[src/rtl/ms_stopwatch.sv]
// rtl/ms_stopwatch.sv - millisecond stopwatch with run/pause/clear, lap capture and sticky overflow
module ms_stopwatch #(
  parameter int MAX_MIN = 99
) (
  input  logic       clk,
  input  logic       rst,
  input  logic       tick,
  input  logic       start,
  input  logic       stop,
  input  logic       clear,
  input  logic       lap,
  output logic [9:0] ms,
  output logic [5:0] sec,
  output logic [6:0] min,
  output logic       running,
  output logic [9:0] lap_ms,
  output logic [5:0] lap_sec,
  output logic [6:0] lap_min,
  output logic       lap_valid,
  output logic       overflow
);

  typedef enum logic [1:0] {
    IDLE   = 2'd0,
    RUN    = 2'd1,
    PAUSED = 2'd2
  } state_t;

  localparam logic [6:0] MAX_MIN_W = 7'(MAX_MIN);

  state_t     state_q, state_d;
  logic       tick_q;
  logic       ms_evt;
  logic [9:0] ms_q, ms_d;
  logic [5:0] sec_q, sec_d;
  logic [6:0] min_q, min_d;
  logic       ovf_q, ovf_d;
  logic [9:0] lap_ms_q, lap_ms_d;
  logic [5:0] lap_sec_q, lap_sec_d;
  logic [6:0] lap_min_q, lap_min_d;
  logic       lap_valid_q, lap_valid_d;

  // tick is already in the clk domain, so a single delay register is enough for edge detect
  assign ms_evt = tick & ~tick_q;

  // Next state: clear beats stop, and an asserted stop also masks start in the same cycle
  always_comb begin
    state_d = state_q;
    if (clear) begin
      state_d = IDLE;
    end else if (stop) begin
      if (state_q == RUN) state_d = PAUSED;
    end else if (start && state_q != RUN) begin
      state_d = RUN;
    end
  end

  // Counter carry chain, lap snapshot and clear; counting keys off the current state only
  always_comb begin
    ms_d        = ms_q;
    sec_d       = sec_q;
    min_d       = min_q;
    ovf_d       = ovf_q;
    lap_ms_d    = lap_ms_q;
    lap_sec_d   = lap_sec_q;
    lap_min_d   = lap_min_q;
    lap_valid_d = 1'b0;
    if (clear) begin
      ms_d      = '0;
      sec_d     = '0;
      min_d     = '0;
      ovf_d     = 1'b0;
      lap_ms_d  = '0;
      lap_sec_d = '0;
      lap_min_d = '0;
    end else begin
      if (lap && state_q != IDLE) begin
        lap_ms_d    = ms_q;
        lap_sec_d   = sec_q;
        lap_min_d   = min_q;
        lap_valid_d = 1'b1;
      end
      if (state_q == RUN && ms_evt) begin
        if (ms_q == 10'd999) begin
          ms_d = '0;
          if (sec_q == 6'd59) begin
            sec_d = '0;
            if (min_q == MAX_MIN_W) begin
              min_d = '0;
              ovf_d = 1'b1;
            end else begin
              min_d = min_q + 7'd1;
            end
          end else begin
            sec_d = sec_q + 6'd1;
          end
        end else begin
          ms_d = ms_q + 10'd1;
        end
      end
    end
  end

  // State and datapath registers with asynchronous active-low reset
  always_ff @(posedge clk or negedge rst) begin
    if (!rst) begin
      state_q     <= IDLE;
      tick_q      <= 1'b0;
      ms_q        <= '0;
      sec_q       <= '0;
      min_q       <= '0;
      ovf_q       <= 1'b0;
      lap_ms_q    <= '0;
      lap_sec_q   <= '0;
      lap_min_q   <= '0;
      lap_valid_q <= 1'b0;
    end else begin
      state_q     <= state_d;
      tick_q      <= tick;
      ms_q        <= ms_d;
      sec_q       <= sec_d;
      min_q       <= min_d;
      ovf_q       <= ovf_d;
      lap_ms_q    <= lap_ms_d;
      lap_sec_q   <= lap_sec_d;
      lap_min_q   <= lap_min_d;
      lap_valid_q <= lap_valid_d;
    end
  end

  assign ms        = ms_q;
  assign sec       = sec_q;
  assign min       = min_q;
  assign running   = (state_q == RUN);
  assign lap_ms    = lap_ms_q;
  assign lap_sec   = lap_sec_q;
  assign lap_min   = lap_min_q;
  assign lap_valid = lap_valid_q;
  assign overflow  = ovf_q;

endmodule

[config.mk]
export PLATFORM = sky130hd
export DESIGN_NAME = ms_stopwatch
export DESIGN_NICKNAME = d
export VERILOG_FILES = /design/src/rtl/ms_stopwatch.sv
export SDC_FILE = /design/constraint.sdc
export NUM_CORES = 1
export LEC_CHECK = 0
export ABC_AREA = 1
export CAP_MARGIN = 40
export CORE_ASPECT_RATIO = 2
export CORE_UTILIZATION = 37
export DETAILED_ROUTE_END_ITERATION = 12
export SYNTH_ARGS = -nofsm -noshare
export SYNTH_HDL_FRONTEND = slang
export SYNTH_SLANG_ARGS = --single-unit
[constraint.sdc]
create_clock -name clk -period 2.7 [get_ports clk]
set_clock_uncertainty 0.15 [all_clocks]
set_input_delay 0.27 -clock clk [delete_from_list [all_inputs] [get_ports clk]]
set_output_delay 0.27 -clock clk [all_outputs]
set_load 0.02 [all_outputs]
Word level (Yosys, flattened, before mapping) --
Cells that the tools add are included.
Word-level totals: output and inout port bits 49, register bits 51
Cells by class: $add $sub $neg 3, multiplexer cells 29, equality and inequality tests 6, bitwise gates (word level) 2, reductions and logical operators 14
Operators with widths (number):
- $mux 10 | 5
- $mux 7 | 7
- $mux 6 | 6
- $reduce_bool 2->1 | 6
- $add 10x1->10 const B | 1
- $eq 10x10->1 const B | 1
- $mux 2 | 4
- $add 7x1->7 const B | 1
- $eq 7x7->1 const B | 1
- $mux 1 | 7
- $add 6x1->6 const B | 1
- $eq 6x6->1 const B | 1
- $reduce_and 2->1 | 2
- $reduce_and 4->1 | 1
- $logic_and 1x1->1 | 3
- $ne 3x1->1 const B | 1
- $reduce_and 3->1 | 1
- $reduce_bool 3->1 | 1
- $eq 2x1->1 const B | 1
- $ne 2x1->1 const B | 1
- $and 1x1->1 | 1
- $not 1->1 | 1

Longest topological paths before layout --
Gate-level depths: netlist of the first run.
depth after elaboration 6, depth in mapped cells 9, depth with buffers taken out 8

Worst setup path after synthesis of the first run --
OpenSTA, ideal clock, no wires.
path kind flip-flop to flip-flop, start reg sec_q[1] (netlist: sec[1]), end reg min_q[2] (netlist: min[2]), arrival time 1425 ps, library setup time 119 ps, stages on the path, launching flop included 10, setup slack 1006 ps, buffers on the path 1, cell sequence dfrtp_1 ha_1 nand2_1 inv_1 nand3_2 nand2_2 nand3_4 buf_6 nand2_1 o21ai_2
Between the ends: word-level cells in the longest chain between the ends 3
RTL lines:
- from (decl) | RTL line 35 | logic [5:0] sec_q, sec_d;
- from (signal assigned) | RTL line 110 | sec_q <= '0;
- from (signal assigned) | RTL line 121 | sec_q <= sec_d;
- $eq 6x6->1 | RTL line 86 | if (sec_q == 6'd59) begin
- $reduce_bool 2->1 (no source line)
- $reduce_and 3->1 (no source line)
- to (signal assigned) | RTL line 122 | min_q <= min_d;
- to (decl) | RTL line 36 | logic [6:0] min_q, min_d;
No other way between the ends. A chain may end at the register's enable or synchronous reset.

Worst setup path in the final report of the first run --
start reg ms_q[2] (netlist: ms[2]), end out ms[2]
RTL lines:
- from (decl) | RTL line 34 | logic [9:0] ms_q, ms_d;
- from (signal assigned) | RTL line 120 | ms_q <= ms_d;
- to (decl) | RTL line 12 | output logic [9:0] ms,
No word-level cell between the ends.

==> results of run 1 <==
-- worst register-to-register path, stage by stage (launching register included) --
cell and delay [ns]:
dfrtp_1 0.40, ha_1 0.30, nand3_1 0.12, nor2_1 0.13, nand2_1 0.15, nand2_4 0.13, nand3_4 0.19, nand2_1 0.13
o21ai_2 0.05
-- metrics by stage --
step,utilization [%],std cells,worst slack [ns]
after CTS,49.9,450,0.798
after detailed placement,47.4,441,0.556
after global routing,49.9,450,0.716
final,49.9,450,0.809
after floorplan,-,305,1.01
after global placement,47.4,441,0.615
-- logic make-up (layout without fill, tap and decap cells) --
kind of cell               count (synthesis)  in the layout  synth area share [%]
and+or+nand+nor                          158            158                  29.0
DFF                                       51             51                  50.5
AOI/OAI and AO/OA                         47             47                  10.5
buffers and inverters                     43            100                  7.43
adders and majority gates                  3              3                  1.49
xor gates and xnor gates                   3              3                  1.04
-- power by group through the flow --
stage / combinational [mW] / sequential [mW] / clock [mW]
floorplan: 0.120 / 0.883 / 0
global placement: 0.270 / 0.857 / 0
detailed placement: 0.272 / 0.856 / 0
CTS: 0.274 / 0.842 / 0.675
global route: 0.303 / 0.847 / 0.705
finish: 0.270 / 0.841 / 0.667
-- what timing repair did --
| action | 4_1_cts | 5_1_grt |
|---|---|---|
| resized for setup | 0 | 0 |
| endpoints found under the hold margin | 19 | 0 |
| hold buffers | 1 | 0 |
-- final cells by class --
type,instances,area share [%]
timing repair buffer,59,17.5
tap,88,3.33
clock buffer,8,4.73
sequential,51,38.6
multi-input combinational,211,32.1
inverter,33,3.75
-- path summary, 6_finish.rpt --
kind,endpoint,cells after the start,from
max,ms[2],1,ms[2]$_DFFE_PN0P_
min in group asynchronous,ms[0]$_DFFE_PN0P_,2,rst
min reg2reg,overflow$_DFFE_PN0P_,2,overflow$_DFFE_PN0P_
min,tick_q$_DFF_PN0_,1,tick
max reg2reg,min[5]$_DFFE_PN0P_,8,ms[1]$_DFFE_PN0P_
max in group asynchronous,min[0]$_DFFE_PN0P_,3,rst
-- metal layers --
metal  global-route usage (%)  part of all wire, %  vias to the layer above
li1                         -                    -                     1104
met1                     23.7                   38                     1066
met2                     33.1                   56                       55
met3                     3.15                  3.2                       14
met4                     9.66                  3.4                        0
met5                        0                    0                        -
-- cells in the final DEF (no fill, tap or decap), drive strengths merged --
master,Yosys,layout
nand2,83,83
clkdlybuf4s50,0,54
dfrtp,51,51
nand3,43,43
o21ai,40,40
inv,33,33
nor2,19,19
nand4,9,9
clkbuf,3,8
a21oi,5,5
buf,7,4
xor2,3,3
ha,3,3
or2,2,2
nand3b,1,1
and2,1,1
o21bai,1,1
o22ai,1,1
dlygate4sd3,0,1
-- registers in the layout, indices dropped and copies added (netlist names) --
register and flops:
lap_ms 10, ms 10, lap_min 7, min 7, lap_sec 6, sec 6, state_q 2, lap_valid 1
overflow 1, tick_q 1
==> summary.txt, run 1 <==
Outcome
  – Outcome: finished clean

Floorplan
  – Die X: 60.4 um
  – Core region area: 6620 um2
  – Initial core utilization: 38.2%
  – Row Count: 42
  – DIE AREA: 7180 um2
  – Ports: 56
  – Die Y: 119 um

Setup path
  – CP bufs+invs: 1
  – Worst Path Max Fanout: 8
  – Slowest CP cell: clkdlybuf4s50_1
  – Crit path capture type: output pin
  – R2r setup slk: 0.84 ns
  – CP Cell Sequence: clkdlybuf4s50_1
  – Worst path top cell family by delay: buffers and inverters
  – Delay of the slowest critical-path stage: 0.67 ns
  – Setup CP Type: flop to output pin
  – Type of origin of the critical path: flop
  – Worst endpoint required time: 2.28 ns
  – WP data arrival: 1.47 ns

Pwr
  – Overall power: 1.78 mW
  – Sequential Power Share: 47.3%
  – Pwr/cell area: 538 nW/um2
  – Worst vdd ir: 0.000427 V
  – Clk pwr share: 37.5%
  – P_leak: 1.49 nW
  – Sw Ratio: 27.0%
  – P_int: 1.30 mW
  – Combinational fraction of design power: 15.2%
  – P_sw: 0.479 mW

Layout
  – ANT cells: 0
  – Layout cells sized above 1: 8.56%
  – Fin nets: 371
  – Area of the multi-input gates: 1060 um2
  – FF+latch area: 1280 um2
  – Area Growth Syn to Fin: 30.9%
  – Post-route cell area: 3310 um2
  – Fill cell count: 708

GRT
  – Largest net degree at the start of global routing: 24
  – Global route total overflow: 0
  – First-pass GRT wire length: 10.6 mm
  – Vias in the first global route: 2081
  – GRT Resource Usage Total: 19.8%
  – Initial antenna violation count: 0

Logic synthesis
  – Cell area after synthesis: 2530 um2
  – Commonest cells in the netlist: 79 x nand2_1, 51 x dfrtp_1, 40 x nand3_1
  – Netlist cell types: 27
  – Leading area contributor after synthesis: dfrtp_1
  – Syn_area_per_cell: 8.28 um2
  – Mapped Nets: 315
  – FFs w/ async S/R, synth: 100%
  – Synth Flop Type: dfrtp_1
  – Count leader, synth: nand2_1
  – Synthesized instance count: 305
  – Synth Register Bits: 51
  – Top-area cell type share of the netlist area: 50.5%
  – Post-synth EDFFs: 0
  – YS warnings: 0
  – Register area share after synthesis: 50.5%
  – Synth top area cells: dfrtp_1 51%, nand2_1 12%, nand3_1 7.9%

Routing
  – First DRT Iteration DRCs: 75
  – Avg WL per Cell: 14.2 um
  – Vias: 2239
  – Antenna viol nets, final: 0
  – Post-Route WL: 6.38 mm
  – Vias per cell: 4.98
  – Drt drc: 0
  – Drt pass-1 iters: 4

Timing
  – Final setup fails: 0
  – Max-slew violation count: 0
  – Hold_ws: 0.301 ns
  – RSZ-0062 raised after global routing: false
  – Final Hold Vio Count: 0
  – Slew Limit Headroom: 46.6%
  – F_max: 0.529 GHz
  – Setup TNS: 0 ns
  – Final worst-path cycle share: 70.0%
  – Post-layout min period: 1.89 ns
  – Worst-margin pin slew: 0.799 ns

CTS
  – Clock-pin slew on the worst setup and hold paths: 0.07 ns
  – Clk_lat worst skew: 0.29 ns
  – H-tree depth: 2
  – CTS tree: built
  – Post-CTS Setup Bufs: 0
  – Root Buffer Master: clkbuf_16
  – Clock sink count: 51
  – CTS Buf Count: 5
  – Clock tree buffer depth: 2

Placement
  – I/O Buffers: 55
  – GP Congestion: 0.778
  – Detailed placement HPWL: 4.68 mm
  – DP Area: 3140 um2

Min path
  – Min-delay worst type: input port to flop

Run
  – Max-cap violation count: 0
Power figures use the tool's default switching activity.
==> inputs of run 2 (changes only) <==
==> constraint.sdc (replaced) <==
create_clock -name clk -period 1.7 [get_ports clk]
set_clock_uncertainty 0.15 [all_clocks]
set_input_delay 0.17 -clock clk [delete_from_list [all_inputs] [get_ports clk]]
set_output_delay 0.17 -clock clk [all_outputs]
set_load 0.02 [all_outputs]
==> run 2 against run 1 <==
Compared with the run above: routed wire length increased by 5.5%; first-iteration DRC count is 16% higher; register-to-register slack got worse by 0.74 ns; flip-flop and latch count stayed put; non-clock buffer count increased by 22; clock power increased by 49%; power is 58% higher; critical path depth unchanged; critical path type unchanged.
==> summary.txt, run 2 (same netlist as run 1, synthesis figures left out) <==
Routing
  – First DRT Iteration DRCs: 87
  – Drt drc: 0
  – Vias: 2325
  – Vias per cell: 4.92
  – Post-Route WL: 6.73 mm
  – Antenna viol nets, final: 0
  – Avg WL per Cell: 14.2 um
  – Drt pass-1 iters: 4

Placement
  – GP Congestion: 0.833
  – Pre-CTS WS: -0.0417 ns
  – I/O Buffers: 55
  – DP Area: 3320 um2
  – # placed instances: 463
  – Detailed placement HPWL: 5.04 mm

Pwr
  – Worst vdd ir: 0.000593 V
  – Overall power: 2.82 mW
  – Pwr/cell area: 804 nW/um2
  – P_leak: 1.78 nW

CTS
  – Clock-pin slew on the worst setup and hold paths: 0.07 ns
  – CTS tree: built
  – Clock tree buffer depth: 2
  – Post-CTS Setup Bufs: 0
  – CTS Buf Count: 5
  – Clock sink count: 51
  – Root Buffer Master: clkbuf_16
  – Clk_lat worst skew: 0.29 ns
  – H-tree depth: 2

GRT
  – Global route total overflow: 0
  – Largest net degree at the start of global routing: 30
  – First-pass GRT wire length: 11.1 mm
  – Initial antenna violation count: 0
  – Vias in the first global route: 2299
  – GRT Resource Usage Total: 20.7%

Setup path
  – Worst r2r dst: ms[7]$_DFFE_PN0P_
  – Type of origin of the critical path: flop
  – Crit path from: sec[4]$_DFFE_PN0P_
  – R2R Path Start: ms[0]$_DFFE_PN0P_
  – CP bufs+invs: 1
  – Worst endpoint required time: 1.38 ns
  – Setup CP Type: flop to output pin
  – CP Cell Sequence: clkdlybuf4s50_1
  – Worst Path Max Fanout: 5
  – WP data arrival: 1.34 ns
  – Reg2Reg Depth: 8
  – Delay of the slowest critical-path stage: 0.63 ns
  – Worst path top cell family by delay: buffers and inverters
  – R2r setup slk: 0.10 ns
  – Crit path capture type: output pin
  – Slowest CP cell: clkdlybuf4s50_1

Layout
  – Most frequent cells in the layout: 79 x nand2_1, 51 x dfrtp_1, 40 x nand3_1
  – Fin nets: 394
  – Post-route cell area: 3500 um2
  – Area Growth Syn to Fin: 38.7%
  – Commonest non-fill, non-tap cell in the layout: nand2_1
  – ANT cells: 0
  – Layout cells sized above 1: 14.5%
  – Fin cells: 473
  – Final core utilization: 52.9%

Floorplan
  – Initial core utilization: 38.2%
  – Row Count: 42
  – Die Y: 119 um
  – Die X: 60.4 um
  – Ports: 56
  – DIE AREA: 7180 um2
  – Core region area: 6620 um2

Min path
  – Min-delay worst type: input port to async pin

Timing
  – Final setup fails: 0
  – Post-layout min period: 1.66 ns
  – F_max: 0.601 GHz
  – Final setup margin: 0.0369 ns
  – Setup TNS: 0 ns
  – Final Hold Vio Count: 0
  – Slew Limit Headroom: 77.7%
  – Worst-margin pin slew: 0.334 ns
  – RSZ-0062 raised after global routing: true
  – Hold_ws: 0.174 ns
  – Max-slew violation count: 0
  – Final worst-path cycle share: 97.8%

Outcome
  – Outcome: finished clean

Run
  – Max-cap violation count: 0
run 2: power by group:
group          internal [mW]  switching (mW)  leakage (nW)
clock                  0.543           0.451        0.0658
sequential              1.27          0.0437         0.701
combinational          0.207           0.305          1.02
total                   2.02           0.800          1.78
run 2: worst max path at each step:
stage | cells after the start | end | slack [ns]
after floorplan | 9 | min[2]$_DFFE_PN0P_ | 0.006
after global placement | 9 | ms[2]$_DFFE_PN0P_ | -0.02
after detailed placement | 9 | ms[2]$_DFFE_PN0P_ | -0.04
after CTS | 1 | ms[5] | 0.001
after global routing | 8 | ms[7]$_DFFE_PN0P_ | -0.007
final | 1 | sec[4] | 0.04
run 2: final cells by class:
| cell class | count | area, um2 |
|---|---|---|
| clock buffer | 5 | 125 |
| timing repair buffer | 81 | 757 |
| tap | 88 | 110 |
| inverter | 33 | 124 |
| multi-input combinational | 212 | 1090 |
| fill | 670 | 3120 |
| sequential | 51 | 1280 |
| clock inverter | 3 | 20.0 |
run 2: timing repair:
| action | in CTS | in global routing |
|---|---|---|
| resized for setup | 13 | 12 |
| pin swaps | 0 | 1 |
| endpoints found under the hold margin | 51 | 0 |
| hold buffers | 1 | 0 |
| setup endpoints to repair | 13 | 17 |
| cloned | 0 | 1 |
run 2: layer usage:
metal	up-vias	global-route usage, %	wire length [um]
met5	-	0	0
met4	0	8.38	144
met3	13	4.02	226
met2	53	36.3	3800
met1	1105	23.4	2560
li1	1154	-	-
==> inputs of run 3 (changes only) <==
--- a/config.mk
+++ b/config.mk
@@ -7,9 +7,12 @@
 export LEC_CHECK = 0
 export ABC_AREA = 1
 export CAP_MARGIN = 40
+export CELL_PAD_IN_SITES_DETAIL_PLACEMENT = 1
+export CELL_PAD_IN_SITES_GLOBAL_PLACEMENT = 1
 export CORE_ASPECT_RATIO = 2
-export CORE_UTILIZATION = 37
+export CORE_UTILIZATION = 33
 export DETAILED_ROUTE_END_ITERATION = 12
+export PLACE_DENSITY_LB_ADDON = 0.25
 export SYNTH_ARGS = -nofsm -noshare
 export SYNTH_HDL_FRONTEND = slang
 export SYNTH_SLANG_ARGS = --single-unit
==> run 3 against run 2 <==
Compared with the run above: clock-buffer cell count is 1 higher; worst setup slack better by 0.027 ns; maximum frequency is 1.7% higher; clock power is 13% higher; sequential power hardly changed; power is 5.0% higher; design area is 1.1% higher; critical endpoint is now ms[4]; highest routed layer unchanged.
==> summary.txt, run 3 (same netlist as run 1, synthesis figures left out) <==
Outcome
  – Outcome: finished clean

Placement
  – I/O Buffers: 55
  – GP Congestion: 0.819
  – # placed instances: 469
  – Detailed placement HPWL: 5.76 mm
  – Pre-CTS WS: -0.0444 ns

CTS
  – Clock tree buffer depth: 2
  – CTS Buf Count: 5
  – Clock-pin slew on the worst setup and hold paths: 0.07 ns
  – H-tree depth: 2
  – Root Buffer Master: clkbuf_16
  – CTS tree: built
  – Clk_lat worst skew: 0.29 ns
  – Clock sink count: 51

Floorplan
  – Row Count: 44
  – Die X: 63.9 um
  – Die Y: 126 um
  – Core region area: 7320 um2
  – Initial core utilization: 34.5%
  – Ports: 56
  – DIE AREA: 8030 um2

Layout
  – Fin nets: 397
  – ANT cells: 0
  – Area of the multi-input gates: 1090 um2
  – Fin cells: 479
  – Layout cells sized above 1: 15.8%
  – Fill cell count: 881
  – FF+latch area: 1280 um2
  – Commonest non-fill, non-tap cell in the layout: nand2_1
  – Area Growth Syn to Fin: 40.3%
  – Most frequent cells in the layout: 78 x nand2_1, 50 x dfrtp_1, 40 x nand3_1

Setup path
  – CP bufs+invs: 1
  – Worst endpoint required time: 1.38 ns
  – Worst Path Max Fanout: 4
  – Crit path capture type: output pin
  – Type of origin of the critical path: flop
  – CP Cell Sequence: clkdlybuf4s50_1
  – Delay of the slowest critical-path stage: 0.62 ns
  – Setup CP Type: flop to output pin
  – Worst path top cell family by delay: buffers and inverters
  – Slowest CP cell: clkdlybuf4s50_1
  – WP data arrival: 1.32 ns

Timing
  – Max-slew violation count: 0
  – RSZ-0062 raised after global routing: true
  – Worst-margin pin slew: 0.440 ns
  – Final Hold Vio Count: 0
  – Post-layout min period: 1.64 ns
  – Final setup fails: 0
  – Final setup margin: 0.0639 ns
  – Slew Limit Headroom: 70.7%
  – F_max: 0.611 GHz
  – Final worst-path cycle share: 96.2%

GRT
  – GRT Resource Usage Total: 20.8%
  – Vias in the first global route: 2536
  – Global route total overflow: 0
  – Largest net degree at the start of global routing: 35
  – First-pass GRT wire length: 12.7 mm
  – Initial antenna violation count: 0

Pwr
  – Worst vdd ir: 0.000604 V
  – P_leak: 1.81 nW
  – Overall power: 2.96 mW
  – Pwr/cell area: 835 nW/um2

Routing
  – Avg WL per Cell: 16.0 um
  – Vias: 2387
  – Vias per cell: 4.98
  – Drt pass-1 iters: 6
  – Antenna viol nets, final: 0
  – Drt drc: 0
  – First DRT Iteration DRCs: 81
  – Post-Route WL: 7.64 mm

Min path
  – Min-delay worst type: input port to async pin

Run
  – Max-cap violation count: 0
run 3: cell count changes in the layout (fill, tap and decap cells not counted), moves of 2 or more:
cell and change:
clkdlybuf4s50_1 -2, dlygate4sd2_1 +3, clkinvlp_4 -2, buf_4 +3, nand2_2 +2, nor2_2 +2
nor2_1 -2
run 3: per-layer routing:
metal | wire (um) | GRT usage [%] | vias up
li1 | - | - | 1153
met1 | 2770 | 21.2 | 1177
met2 | 4470 | 40.7 | 48
met3 | 199 | 2.72 | 9
met4 | 194 | 8.29 | 0
met5 | 0 | 0 | -
run 3: final cells by class:
| type | instances | area share (%) |
|---|---|---|
| inverters | 33 | 3.50 |
| well taps | 92 | 3.25 |
| clock buffers | 6 | 3.64 |
| repair buffers | 84 | 21.8 |
| clock inverters | 1 | 0.847 |
| flip-flops and latches | 51 | 36.1 |
| multi-input cells | 212 | 30.9 |
run 3: final timing paths:
| kind | startpoint | to | slack [ns] | cells past startpoint |
|---|---|---|---|---|
| worst max-delay path | ms[4]$_DFFE_PN0P_ | ms[4] | 0.06 | 1 |
| worst min-delay path | rst | sec[4]$_DFFE_PN0P_ | 0.20 | 2 |
| worst max register to register | ms[0]$_DFFE_PN0P_ | overflow$_DFFE_PN0P_ | 0.11 | 9 |
| worst min register to register | overflow$_DFFE_PN0P_ | overflow$_DFFE_PN0P_ | 0.35 | 2 |
| max in group asynchronous | rst | lap_min[1]$_DFFE_PN0P_ | 0.67 | 3 |
| min in group clk | tick | tick_q$_DFF_PN0_ | 0.20 | 1 |
run 3: metrics by stage:
stage | utilization, % | hold slack, ns | TNS, ns | area [um2]
floorplan | - | -0.276 | 0 | 2530
global placement | 45.6 | 0.00117 | 0 | 3340
detailed placement | 45.6 | -0.0127 | -0.266 | 3340
CTS | 47.7 | 0.196 | 0 | 3490
global route | 48.4 | 0.198 | -0.0119 | 3540
finish | 48.4 | 0.198 | 0 | 3540
run 3: what timing repair did:
action	in CTS	in global routing
setup endpoints to repair	19	21
endpoints found under the hold margin	17	0
pin swaps	0	2
gates cloned	0	1
gates resized for setup	17	12
hold buffers	1	0
setup buffers	0	1
run 3: report_power, final:
group	switching, mW	internal, mW	leakage (nW)	total [mW]
Sequential	0.0410	1.27	0.699	1.31
Combinational	0.320	0.209	1.03	0.529
Clock	0.432	0.687	0.0769	1.12
